[src/rtl/program_loader_pkg.sv]
// Shared definitions for the program loader: end-of-program marker and loader state.
package program_loader_pkg;

    // Word that terminates the program image; never written to instruction memory.
    localparam logic [31:0] END_MARKER = 32'hFFFF_FFFF;

    // LOAD packs bytes into instruction words; RUN feeds bytes to the CPU input FIFO.
    typedef enum logic {
        LOAD = 1'b0,
        RUN  = 1'b1
    } loader_state_e;

endpackage

[src/rtl/program_loader_byte_fifo.sv]
// Byte FIFO with first-word-fall-through head and wrap-bit pointers.
// A push into a full FIFO is accepted when a pop happens in the same cycle.
module program_loader_byte_fifo #(
    parameter int unsigned DEPTH_LOG2 = 4
) (
    input  logic       i_clk,
    input  logic       i_reset,
    input  logic       i_push,
    input  logic [7:0] i_push_data,
    input  logic       i_pop,
    output logic [7:0] o_head,
    output logic       o_empty,
    output logic       o_full
);

    localparam int unsigned DEPTH = 1 << DEPTH_LOG2;

    logic [7:0]          r_mem [DEPTH];
    logic [DEPTH_LOG2:0] r_wr_ptr;
    logic [DEPTH_LOG2:0] r_rd_ptr;
    // Last byte popped; shown on the head output while the FIFO is empty.
    logic [7:0]          r_last;

    logic                  w_empty;
    logic                  w_full;
    logic                  w_pop_ok;
    logic                  w_push_ok;
    logic [DEPTH_LOG2-1:0] w_wr_idx;
    logic [DEPTH_LOG2-1:0] w_rd_idx;

    assign w_wr_idx = r_wr_ptr[DEPTH_LOG2-1:0];
    assign w_rd_idx = r_rd_ptr[DEPTH_LOG2-1:0];

    // Equal pointers mean empty; same index with differing wrap bit means full.
    assign w_empty = (r_wr_ptr == r_rd_ptr);
    assign w_full  = (r_wr_ptr[DEPTH_LOG2] != r_rd_ptr[DEPTH_LOG2]) && (w_wr_idx == w_rd_idx);

    assign w_pop_ok  = i_pop && !w_empty;
    // On a full FIFO the popped slot is exactly the slot being written.
    assign w_push_ok = i_push && (!w_full || w_pop_ok);

    // Pointer and last-popped-byte registers.
    always_ff @(posedge i_clk or posedge i_reset) begin
        if (i_reset) begin
            r_wr_ptr <= '0;
            r_rd_ptr <= '0;
            r_last   <= 8'h00;
        end else begin
            if (w_push_ok) begin
                r_wr_ptr <= r_wr_ptr + {{DEPTH_LOG2{1'b0}}, 1'b1};
            end
            if (w_pop_ok) begin
                r_rd_ptr <= r_rd_ptr + {{DEPTH_LOG2{1'b0}}, 1'b1};
                r_last   <= r_mem[w_rd_idx];
            end
        end
    end

    // Storage array; contents are only observable once written, so it needs no reset.
    always_ff @(posedge i_clk) begin
        if (w_push_ok) begin
            r_mem[w_wr_idx] <= i_push_data;
        end
    end

    assign o_head  = w_empty ? r_last : r_mem[w_rd_idx];
    assign o_empty = w_empty;
    assign o_full  = w_full;

endmodule

[src/rtl/program_loader.sv]
// Program loader: packs received bytes big-endian into instruction words during load,
// releases the CPU on the end marker, then buffers further bytes as program input.
module program_loader
    import program_loader_pkg::*;
#(
    parameter int unsigned IMEM_ADDR_W     = 14,
    parameter int unsigned FIFO_DEPTH_LOG2 = 4
) (
    input  logic                   i_clk,
    input  logic                   i_reset,
    input  logic [7:0]             i_rx_data,
    input  logic                   i_rx_changed,
    output logic                   o_imem_we,
    output logic [IMEM_ADDR_W-1:0] o_imem_addr,
    output logic [31:0]            o_imem_wdata,
    output logic                   o_loaded,
    output logic                   o_load_error,
    input  logic                   i_rd_en,
    output logic [7:0]             o_rd_data,
    output logic                   o_rd_empty,
    output logic                   o_fifo_overflow
);

    // One extra bit so the word address can sit at capacity without wrapping.
    localparam int unsigned CAP_W = IMEM_ADDR_W + 1;
    localparam logic [CAP_W-1:0] CAPACITY = {1'b1, {IMEM_ADDR_W{1'b0}}};

    loader_state_e          r_state;
    logic [23:0]            r_shift;
    logic [1:0]             r_byte_cnt;
    logic [CAP_W-1:0]       r_word_addr;
    logic                   r_imem_we;
    logic [IMEM_ADDR_W-1:0] r_imem_addr;
    logic [31:0]            r_imem_wdata;
    logic                   r_loaded;
    logic                   r_load_error;
    logic                   r_fifo_overflow;

    loader_state_e          w_state_next;
    logic [23:0]            w_shift_next;
    logic [1:0]             w_byte_cnt_next;
    logic [CAP_W-1:0]       w_word_addr_next;
    logic                   w_imem_we_next;
    logic [IMEM_ADDR_W-1:0] w_imem_addr_next;
    logic [31:0]            w_imem_wdata_next;
    logic                   w_loaded_next;
    logic                   w_load_error_next;
    logic                   w_fifo_overflow_next;

    logic [31:0] w_word;
    logic        w_fifo_push;
    logic        w_fifo_pop;
    logic [7:0]  w_fifo_head;
    logic        w_fifo_empty;
    logic        w_fifo_full;

    // Word as it stands once the current byte is shifted in.
    assign w_word = {r_shift, i_rx_data};

    // The FIFO only sees traffic after the program has been released.
    assign w_fifo_push = (r_state == RUN) && i_rx_changed;
    assign w_fifo_pop  = (r_state == RUN) && i_rd_en;

    program_loader_byte_fifo #(
        .DEPTH_LOG2 (FIFO_DEPTH_LOG2)
    ) u_fifo (
        .i_clk       (i_clk),
        .i_reset     (i_reset),
        .i_push      (w_fifo_push),
        .i_push_data (i_rx_data),
        .i_pop       (w_fifo_pop),
        .o_head      (w_fifo_head),
        .o_empty     (w_fifo_empty),
        .o_full      (w_fifo_full)
    );

    // Next-state logic: word packing and memory writes in LOAD, overflow tracking in RUN.
    always_comb begin
        w_state_next         = r_state;
        w_shift_next         = r_shift;
        w_byte_cnt_next      = r_byte_cnt;
        w_word_addr_next     = r_word_addr;
        w_imem_we_next       = 1'b0;
        w_imem_addr_next     = r_imem_addr;
        w_imem_wdata_next    = r_imem_wdata;
        w_loaded_next        = r_loaded;
        w_load_error_next    = r_load_error;
        w_fifo_overflow_next = r_fifo_overflow;

        unique case (r_state)
            LOAD: begin
                if (i_rx_changed) begin
                    w_shift_next    = w_word[23:0];
                    w_byte_cnt_next = r_byte_cnt + 2'd1;
                    if (r_byte_cnt == 2'd3) begin
                        if (w_word == END_MARKER) begin
                            w_state_next    = RUN;
                            w_loaded_next   = 1'b1;
                            w_byte_cnt_next = 2'd0;
                        end else if (r_word_addr != CAPACITY) begin
                            w_imem_we_next    = 1'b1;
                            w_imem_addr_next  = r_word_addr[IMEM_ADDR_W-1:0];
                            w_imem_wdata_next = w_word;
                            w_word_addr_next  = r_word_addr + {{IMEM_ADDR_W{1'b0}}, 1'b1};
                        end else begin
                            // Memory full: drop the word, keep loading until the marker.
                            w_load_error_next = 1'b1;
                        end
                    end
                end
            end
            RUN: begin
                // A byte is lost only if the FIFO is full and no pop frees a slot this cycle.
                if (i_rx_changed && w_fifo_full && !(i_rd_en && !w_fifo_empty)) begin
                    w_fifo_overflow_next = 1'b1;
                end
            end
        endcase
    end

    // State register and all loader registers.
    always_ff @(posedge i_clk or posedge i_reset) begin
        if (i_reset) begin
            r_state         <= LOAD;
            r_shift         <= 24'h0;
            r_byte_cnt      <= 2'd0;
            r_word_addr     <= '0;
            r_imem_we       <= 1'b0;
            r_imem_addr     <= '0;
            r_imem_wdata    <= 32'h0;
            r_loaded        <= 1'b0;
            r_load_error    <= 1'b0;
            r_fifo_overflow <= 1'b0;
        end else begin
            r_state         <= w_state_next;
            r_shift         <= w_shift_next;
            r_byte_cnt      <= w_byte_cnt_next;
            r_word_addr     <= w_word_addr_next;
            r_imem_we       <= w_imem_we_next;
            r_imem_addr     <= w_imem_addr_next;
            r_imem_wdata    <= w_imem_wdata_next;
            r_loaded        <= w_loaded_next;
            r_load_error    <= w_load_error_next;
            r_fifo_overflow <= w_fifo_overflow_next;
        end
    end

    assign o_imem_we       = r_imem_we;
    assign o_imem_addr     = r_imem_addr;
    assign o_imem_wdata    = r_imem_wdata;
    assign o_loaded        = r_loaded;
    assign o_load_error    = r_load_error;
    assign o_rd_data       = w_fifo_head;
    assign o_rd_empty      = w_fifo_empty;
    assign o_fifo_overflow = r_fifo_overflow;

endmodule
[config.mk]
export PLATFORM = sky130hd
export DESIGN_NAME = program_loader
export DESIGN_NICKNAME = d
export VERILOG_FILES = /design/src/rtl/program_loader_pkg.sv /design/src/rtl/program_loader_byte_fifo.sv /design/src/rtl/program_loader.sv
export SDC_FILE = /design/constraint.sdc
export NUM_CORES = 1
export LEC_CHECK = 0
export ABC_CLOCK_PERIOD_IN_PS = 8000
export CAP_MARGIN = 20
export CORE_MARGIN = 10
export CORE_UTILIZATION = 62
export CTS_BUF_LIST = sky130_fd_sc_hd__clkbuf_8
export CTS_CLUSTER_SIZE = 8
export DETAILED_ROUTE_END_ITERATION = 16
export PLACE_DENSITY = 0.86
export RECOVER_POWER = 50
export SETUP_SLACK_MARGIN = 0.15
export SYNTH_ARGS = -nofsm -noshare
export SYNTH_HDL_FRONTEND = slang
export SYNTH_SLANG_ARGS = --single-unit
[constraint.sdc]
create_clock -name i_clk -period 8 [get_ports i_clk]
set_clock_uncertainty 0.15 [all_clocks]
set_input_delay 2.4 -clock i_clk [delete_from_list [all_inputs] [get_ports i_clk]]
set_output_delay 2.4 -clock i_clk [all_outputs]
set_load 0.1 [all_outputs]
# Yosys cells after proc, flatten, opt, wreduce, memory -nomap -nowiden
# Memory sizes are Yosys's and may differ from the RTL's.
# Index checks and enable logic that the tools add are counted.
[word_totals]
reg_bits = 110
mem_bits_rw = 128
input_bits = 12
mem_count = 1
[memory_table]
columns = ["memory", "words", "word_bits", "rd", "rd_ports_with_merged_regs", "wr", "line", "rtl"]
rows = [
  ["u_fifo.r_mem", 16, 8, 1, 0, 1, "program_loader_byte_fifo.sv:18", "logic [7:0] r_mem [DEPTH];"],
]
[op_classes]
add_sub_neg = 4
eq_ne = 6
n_mux = 14
bitwise = 3
reduce_logical = 17
[op_table]
columns = ["cell", "count"]
rows = [
  ["$eq 32x32->1 const B", 1],
  ["$add 15x1->15 const B", 1],
  ["$ne 15x15->1 const B", 1],
  ["$mux 1", 11],
  ["$add 5x1->5 const B", 2],
  ["$reduce_and 5->1", 2],
  ["$logic_and 1x1->1", 8],
  ["$mux 8", 1],
  ["$eq 5x5->1", 1],
  ["$eq 4x4->1", 1],
  ["$mux 2", 2],
  ["$reduce_and 2->1", 2],
  ["$reduce_and 4->1", 1],
  ["$logic_not 1->1", 3],
  ["$not 1->1", 3],
  ["$add 2x1->2 const B", 1],
  ["$eq 2x2->1 const B", 1],
  ["$logic_or 1x1->1", 1],
  ["$ne 1x1->1", 1],
]

# Longest topological paths before layout
[depth]
word_depth = 7
depth_mapped = 10

# Modules after synthesis
# Synthesis repeated with hierarchy kept, for this count alone.
[hier_totals]
cells_unflattened = 623
hier_area_um2 = 9879.5
[by_module_without_submodules]
columns = ["mod", "n_inst", "cells_per_inst", "area_each_um2"]
rows = [
  ["program_loader_byte_fifo", 1, 314, 6103.4],
  ["program_loader", 1, 309, 3776.1],
]

# Worst setup path before layout
# Ideal clock, no wire load.
[synth_path]
kind = "flip-flop to output port"
from = "register u_fifo.r_rd_ptr[0]"
to = "output port o_rd_data[0]"
arrival_ps = 2488
required_time_ps = 5450
setup_slack_ps = 2962
path_stages_with_launch = 9
cell_sequence = "dfrtp_1 buf_6 xnor2_2 nand4_1 or2_1 buf_6 clkinv_1 nand2_1 nand2_1"
[synth_between]
elab_chain_cells = 2
[synth_lines]
columns = ["item", "line", "rtl"]
rows = [
  ["start: declaration", "program_loader_byte_fifo.sv:20", "logic [DEPTH_LOG2:0] r_rd_ptr;"],
  ["start signal: assignment", "program_loader_byte_fifo.sv:53", "r_rd_ptr <= r_rd_ptr + {{DEPTH_LOG2{1'b0}}, 1'b1};"],
  ["$eq 5x5->1", "program_loader_byte_fifo.sv:35", "assign w_empty = (r_wr_ptr == r_rd_ptr);"],
  ["via o_rd_empty", "program_loader.sv:20", "output logic o_rd_empty,"],
  ["$mux 8", "program_loader_byte_fifo.sv:66", "assign o_head = w_empty ? r_last : r_mem[w_rd_idx];"],
  ["end: declaration", "program_loader.sv:19", "output logic [7:0] o_rd_data,"],
]
# The timed path passes the listed nets, and every way through them passes these cells.

# Final worst setup path
[layout_path]
from = "input port i_rx_changed"
to = "register r_imem_wdata[4], in the netlist o_imem_wdata[4]"
[layout_between]
elab_chain_cells = 1
[layout_lines]
columns = ["item", "line", "rtl"]
rows = [
  ["start: declaration", "program_loader.sv:12", "input logic i_rx_changed,"],
  ["$reduce_and 5->1 (no line)", "n/a", ""],
  ["end signal: assignment", "program_loader.sv:141", "r_imem_wdata <= w_imem_wdata_next;"],
  ["end: declaration", "program_loader.sv:34", "logic [31:0] r_imem_wdata;"],
]
# Every way passes these cells.
# A chain may end at the register's enable or synchronous reset.

==> run_summary.xml <==
<?xml version="1.0" encoding="UTF-8"?>
<metrics>
  <group name="setup_path">
    <metric name="crit_slowest_cell" unit="">sky130_fd_sc_hd__nor2b_1</metric>
    <metric name="critical_path.endpoint_type" unit="">flip-flop</metric>
    <metric name="timing.critical_path.required" unit="ps">8240</metric>
    <metric name="reg2reg_setup_slack" unit="ps">3490</metric>
    <metric name="timing.critical_path.cells" unit="">dlygate4sd3_1, nor2b_1, nand4_2, inv_2, mux2_1</metric>
    <metric name="path_class" unit="">in2reg</metric>
    <metric name="worst_r2r_startpoint" unit="">r_state$_DFF_PP0_</metric>
    <metric name="worst_ep_arrival_time" unit="ps">6720</metric>
    <metric name="critical_path_peak_fanout" unit="">41</metric>
    <metric name="nature_of_the_critical_path_startpoint" unit="">input port</metric>
    <metric name="worst_path_largest_cell_delay" unit="ps">1340</metric>
    <metric name="critical_path.startpoint" unit="">i_rx_changed</metric>
  </group>
  <group name="timing">
    <metric name="slew_violations" unit="">142</metric>
    <metric name="rsz0062_at_grt" unit="">false</metric>
    <metric name="worst_pin_slew" unit="ps">1810</metric>
    <metric name="post-route-min-period" unit="ps">6480</metric>
    <metric name="finalSetupViolations" unit="">0</metric>
    <metric name="post-route-worst-setup-slack" unit="ps">1520</metric>
    <metric name="maxSlewHeadroom" unit="%">-20.9</metric>
    <metric name="max_clock_freq" unit="MHz">154</metric>
    <metric name="min_period_over_period" unit="%">81.0</metric>
    <metric name="totalNegativeSetupSlack" unit="ps">0</metric>
    <metric name="report.final.hold_viol_count" unit="">0</metric>
  </group>
  <group name="floorplanning">
    <metric name="io_count" unit="">71</metric>
    <metric name="area_of_the_die" unit="um^2">20800</metric>
    <metric name="floorplan.die.width" unit="um">144</metric>
    <metric name="fp.dieH" unit="um">144</metric>
    <metric name="core_area" unit="um^2">15100</metric>
    <metric name="floorplan.initialDensity" unit="%">63.2</metric>
    <metric name="rows" unit="">45</metric>
  </group>
  <group name="routing">
    <metric name="postRouteWirelength" unit="um">19800</metric>
    <metric name="number_of_nets_still_failing_antenna_checks_after_routing" unit="">0</metric>
    <metric name="avgRoutedWirePerCell" unit="um">21.4</metric>
    <metric name="first_pass_iters" unit="">4</metric>
    <metric name="post_drt_via_cell_ratio" unit="">5.90</metric>
    <metric name="drt_iter0_markers" unit="">417</metric>
    <metric name="detail_route.drc_violations" unit="">0</metric>
    <metric name="vias" unit="">5455</metric>
  </group>
  <group name="clocking">
    <metric name="clk_latency" unit="ps">530</metric>
    <metric name="clock_tree.htree_level_count" unit="">2</metric>
    <metric name="numClockSinks" unit="">238</metric>
    <metric name="cts_hold_repair.buffers" unit="">0</metric>
    <metric name="clk_pin_slew" unit="ps">60</metric>
    <metric name="clk_root_buffer_cell" unit="">sky130_fd_sc_hd__clkbuf_8</metric>
    <metric name="numCtsBuffers" unit="">38</metric>
    <metric name="cts.repair_timing.setup_buffer_count" unit="">0</metric>
    <metric name="clock_tree_from_tritoncts" unit="">yes</metric>
    <metric name="cts-resized-gates" unit="">0</metric>
    <metric name="cts.path.max_buffers" unit="">3</metric>
  </group>
  <group name="pwr">
    <metric name="vdd.ir_drop.worst" unit="uV">353</metric>
    <metric name="p_switching" unit="mW">1.37</metric>
    <metric name="swShare" unit="%">38.8</metric>
    <metric name="combinational_power_share" unit="%">30.2</metric>
    <metric name="power" unit="mW">3.52</metric>
    <metric name="intPower" unit="mW">2.15</metric>
    <metric name="seqPwrFrac" unit="%">42.5</metric>
    <metric name="power_per_cell_area" unit="nW/um^2">318</metric>
    <metric name="lkg_pwr" unit="nW">4.48</metric>
    <metric name="clockPowerShare" unit="%">27.2</metric>
  </group>
  <group name="placed_design">
    <metric name="post_place_cells" unit="">854</metric>
    <metric name="port_buffers" unit="">70</metric>
    <metric name="globalplace.congestion" unit="">0.843</metric>
    <metric name="preCtsSetupSlack" unit="ps">1850</metric>
    <metric name="detailed_place.area" unit="um^2">10400</metric>
    <metric name="detailed_place_hpwl" unit="um">12600</metric>
  </group>
  <group name="grt">
    <metric name="grt_pass1_wl" unit="um">31900</metric>
    <metric name="first_global_vias" unit="">5771</metric>
    <metric name="grt_max_degree" unit="">74</metric>
    <metric name="gr_util_all_layers" unit="%">20.0</metric>
    <metric name="grt.overflow.total" unit="">0</metric>
    <metric name="grt_antenna_before_repair" unit="">0</metric>
  </group>
  <group name="final_layout">
    <metric name="nNetsFinal" unit="">726</metric>
    <metric name="fin_area" unit="um^2">11100</metric>
    <metric name="final_layout_size_suffix_gt1_share" unit="%">17.8</metric>
    <metric name="final_instance_count_without_filler_cells" unit="">924</metric>
    <metric name="area_growth_syn_to_layout" unit="%">15.7</metric>
    <metric name="antenna_cells_inserted" unit="">0</metric>
  </group>
  <group name="job">
    <metric name="cap_violations" unit="">3</metric>
  </group>
  <group name="worst_hold_path">
    <metric name="hold_path.class" unit="">reg2reg</metric>
    <metric name="holdCritStartpoint" unit="">r_word_addr[14]$_DFFE_PP0P_</metric>
  </group>
  <group name="logic_synthesis">
    <metric name="ys_dominant_reg_cell" unit="">sky130_fd_sc_hd__edfxtp_1</metric>
    <metric name="synth_warnings" unit="">0</metric>
    <metric name="synth_sequential_area_ratio" unit="%">68.9</metric>
    <metric name="mappedNetlistNets" unit="">638</metric>
    <metric name="synth_cell_types" unit="">42</metric>
    <metric name="syn_area_per_cell" unit="um^2">15.5</metric>
    <metric name="post_synth_inst_count" unit="">618</metric>
    <metric name="postSynthRegisterBits" unit="">238</metric>
    <metric name="synth-async-reset-ratio" unit="%">46.2</metric>
    <metric name="post_synth_instance_area" unit="um^2">9580</metric>
    <metric name="synth_edf_count" unit="">128</metric>
  </group>
  <group name="outcome">
    <metric name="failed_checks" unit="">capacitance limit, slew limit</metric>
    <metric name="outcome" unit="">finished, violations left</metric>
  </group>
</metrics>
[per-layer routing]
metal  share of wire (%)  GRT usage (%)  up-vias
li1                    -              -     2445
met1                  41           25.6     2783
met2                  50           32.3      187
met3                 7.0           5.67       40
met4                 2.1           6.49        0
met5                   0              0        -
[final timing paths]
| check | end | cells past startpoint |
|---|---|---|
| setup / recovery | o_imem_wdata[4]$_DFFE_PP0P_ | 5 |
| hold / removal | r_word_addr[14]$_DFFE_PP0P_ | 1 |
| setup reg to reg | o_imem_wdata[4]$_DFFE_PP0P_ | 4 |
| hold reg to reg | r_word_addr[14]$_DFFE_PP0P_ | 1 |
| max in group asynchronous | u_fifo.r_rd_ptr[0]$_DFFE_PP0P_ | 3 |
| min in group asynchronous | o_imem_wdata[5]$_DFFE_PP0P_ | 2 |
[cells in the final DEF (no fill, tap or decap), types with 16 or more instances in the layout]
cell type and n:
sky130_fd_sc_hd__mux2_1 17, sky130_fd_sc_hd__mux2_2 36, sky130_fd_sc_hd__a22oi_1 16, sky130_fd_sc_hd__clkbuf_8 44
sky130_fd_sc_hd__edfxtp_1 128, sky130_fd_sc_hd__dfrtp_1 108, sky130_fd_sc_hd__clkdlybuf4s50_1 59, sky130_fd_sc_hd__inv_1 27
sky130_fd_sc_hd__mux4_2 32, sky130_fd_sc_hd__nand2_1 123, sky130_fd_sc_hd__nor2_1 16
[sequential cells by signal, summed over array words and instances, names as in the netlist]
name and count:
o_fifo_overflow 1, o_imem_addr 14, o_imem_wdata 32, o_imem_we 1
o_load_error 1, o_loaded 1, r_byte_cnt 2, r_shift 24
r_state 1, r_word_addr 15, u_fifo.r_last 8, u_fifo.r_mem 128
u_fifo.r_rd_ptr 5, u_fifo.r_wr_ptr 5
[synth_stat cells, types with 2 or more instances]
cell	number	share of area, %
sky130_fd_sc_hd__nand4_1	13	0.85
sky130_fd_sc_hd__xnor2_2	3	0.51
sky130_fd_sc_hd__mux2_1	11	1.3
sky130_fd_sc_hd__edfxtp_1	128	40
sky130_fd_sc_hd__nor2b_1	4	0.26
sky130_fd_sc_hd__dfrtp_1	110	29
sky130_fd_sc_hd__xnor2_1	9	0.82
sky130_fd_sc_hd__nor4b_1	2	0.18
sky130_fd_sc_hd__nor4_2	2	0.26
sky130_fd_sc_hd__o21bai_1	2	0.16
sky130_fd_sc_hd__xor2_1	15	1.4
sky130_fd_sc_hd__inv_1	6	0.24
sky130_fd_sc_hd__mux4_2	32	7.5
sky130_fd_sc_hd__nand3_1	8	0.42
sky130_fd_sc_hd__nand2_1	123	4.8
sky130_fd_sc_hd__ha_1	8	1.0
sky130_fd_sc_hd__buf_2	11	0.57
sky130_fd_sc_hd__a21o_1	2	0.16
sky130_fd_sc_hd__and2_1	2	0.13
sky130_fd_sc_hd__nor2_1	16	0.63
sky130_fd_sc_hd__nand2b_1	3	0.20
sky130_fd_sc_hd__a22oi_1	16	1.3
sky130_fd_sc_hd__mux2_2	36	4.2
sky130_fd_sc_hd__mux2_4	6	0.94
sky130_fd_sc_hd__nor4_1	2	0.13
sky130_fd_sc_hd__buf_1	5	0.20
sky130_fd_sc_hd__buf_6	5	0.59
sky130_fd_sc_hd__nor3_1	13	0.68
sky130_fd_sc_hd__clkbuf_1	8	0.31
sky130_fd_sc_hd__o21ai_0	4	0.21
sky130_fd_sc_hd__and4_1	2	0.18
[cell families after synthesis]
group / Yosys count / synth area share, %
and+or+nand+nor: 196 / 9.29
buffers and inverters: 39 / 2.22
adders and majority gates: 8 / 1.05
DFF: 238 / 68.9
AOI/OAI and AO/OA: 25 / 1.88
xor gates and xnor gates: 27 / 2.70
muxes: 85 / 14.0
[worst max-delay path: cells and delay by family]
| kind | cells | cell delay (ps) |
|---|---|---|
| simple gates | 2 | 2300 |
| buf+inv | 2 | 1580 |
| mux | 1 | 420 |
[per-stage QoR]
stage                     util (%)  hold WS [ps]
after global routing          73.1           336
after detailed placement      68.7           303
after CTS                     73.4           317
final                         73.1           318
after global placement        68.7           299
after floorplan                  -           284
[power by group through the flow]
stage | registers, mW | clock network, mW | logic [mW]
after floorplan | 2.15 | 0 | 0.155
after global placement | 1.51 | 0 | 1.05
after detailed placement | 1.52 | 0 | 1.07
after CTS | 1.50 | 0.976 | 1.07
after global routing | 1.51 | 1.03 | 1.10
final | 1.50 | 0.959 | 1.06
[layout make-up]
cell class | count | area [um^2]
Fill cell | 887 | 4070
Tap cell | 188 | 235
Sequential cell | 238 | 6600
Clock buffer | 44 | 606
Timing Repair Buffer | 79 | 754
Inverter | 8 | 31.3
Clock inverter | 26 | 110
Multi-Input combinational cell | 341 | 2740
Power figures use the tool's default switching activity.
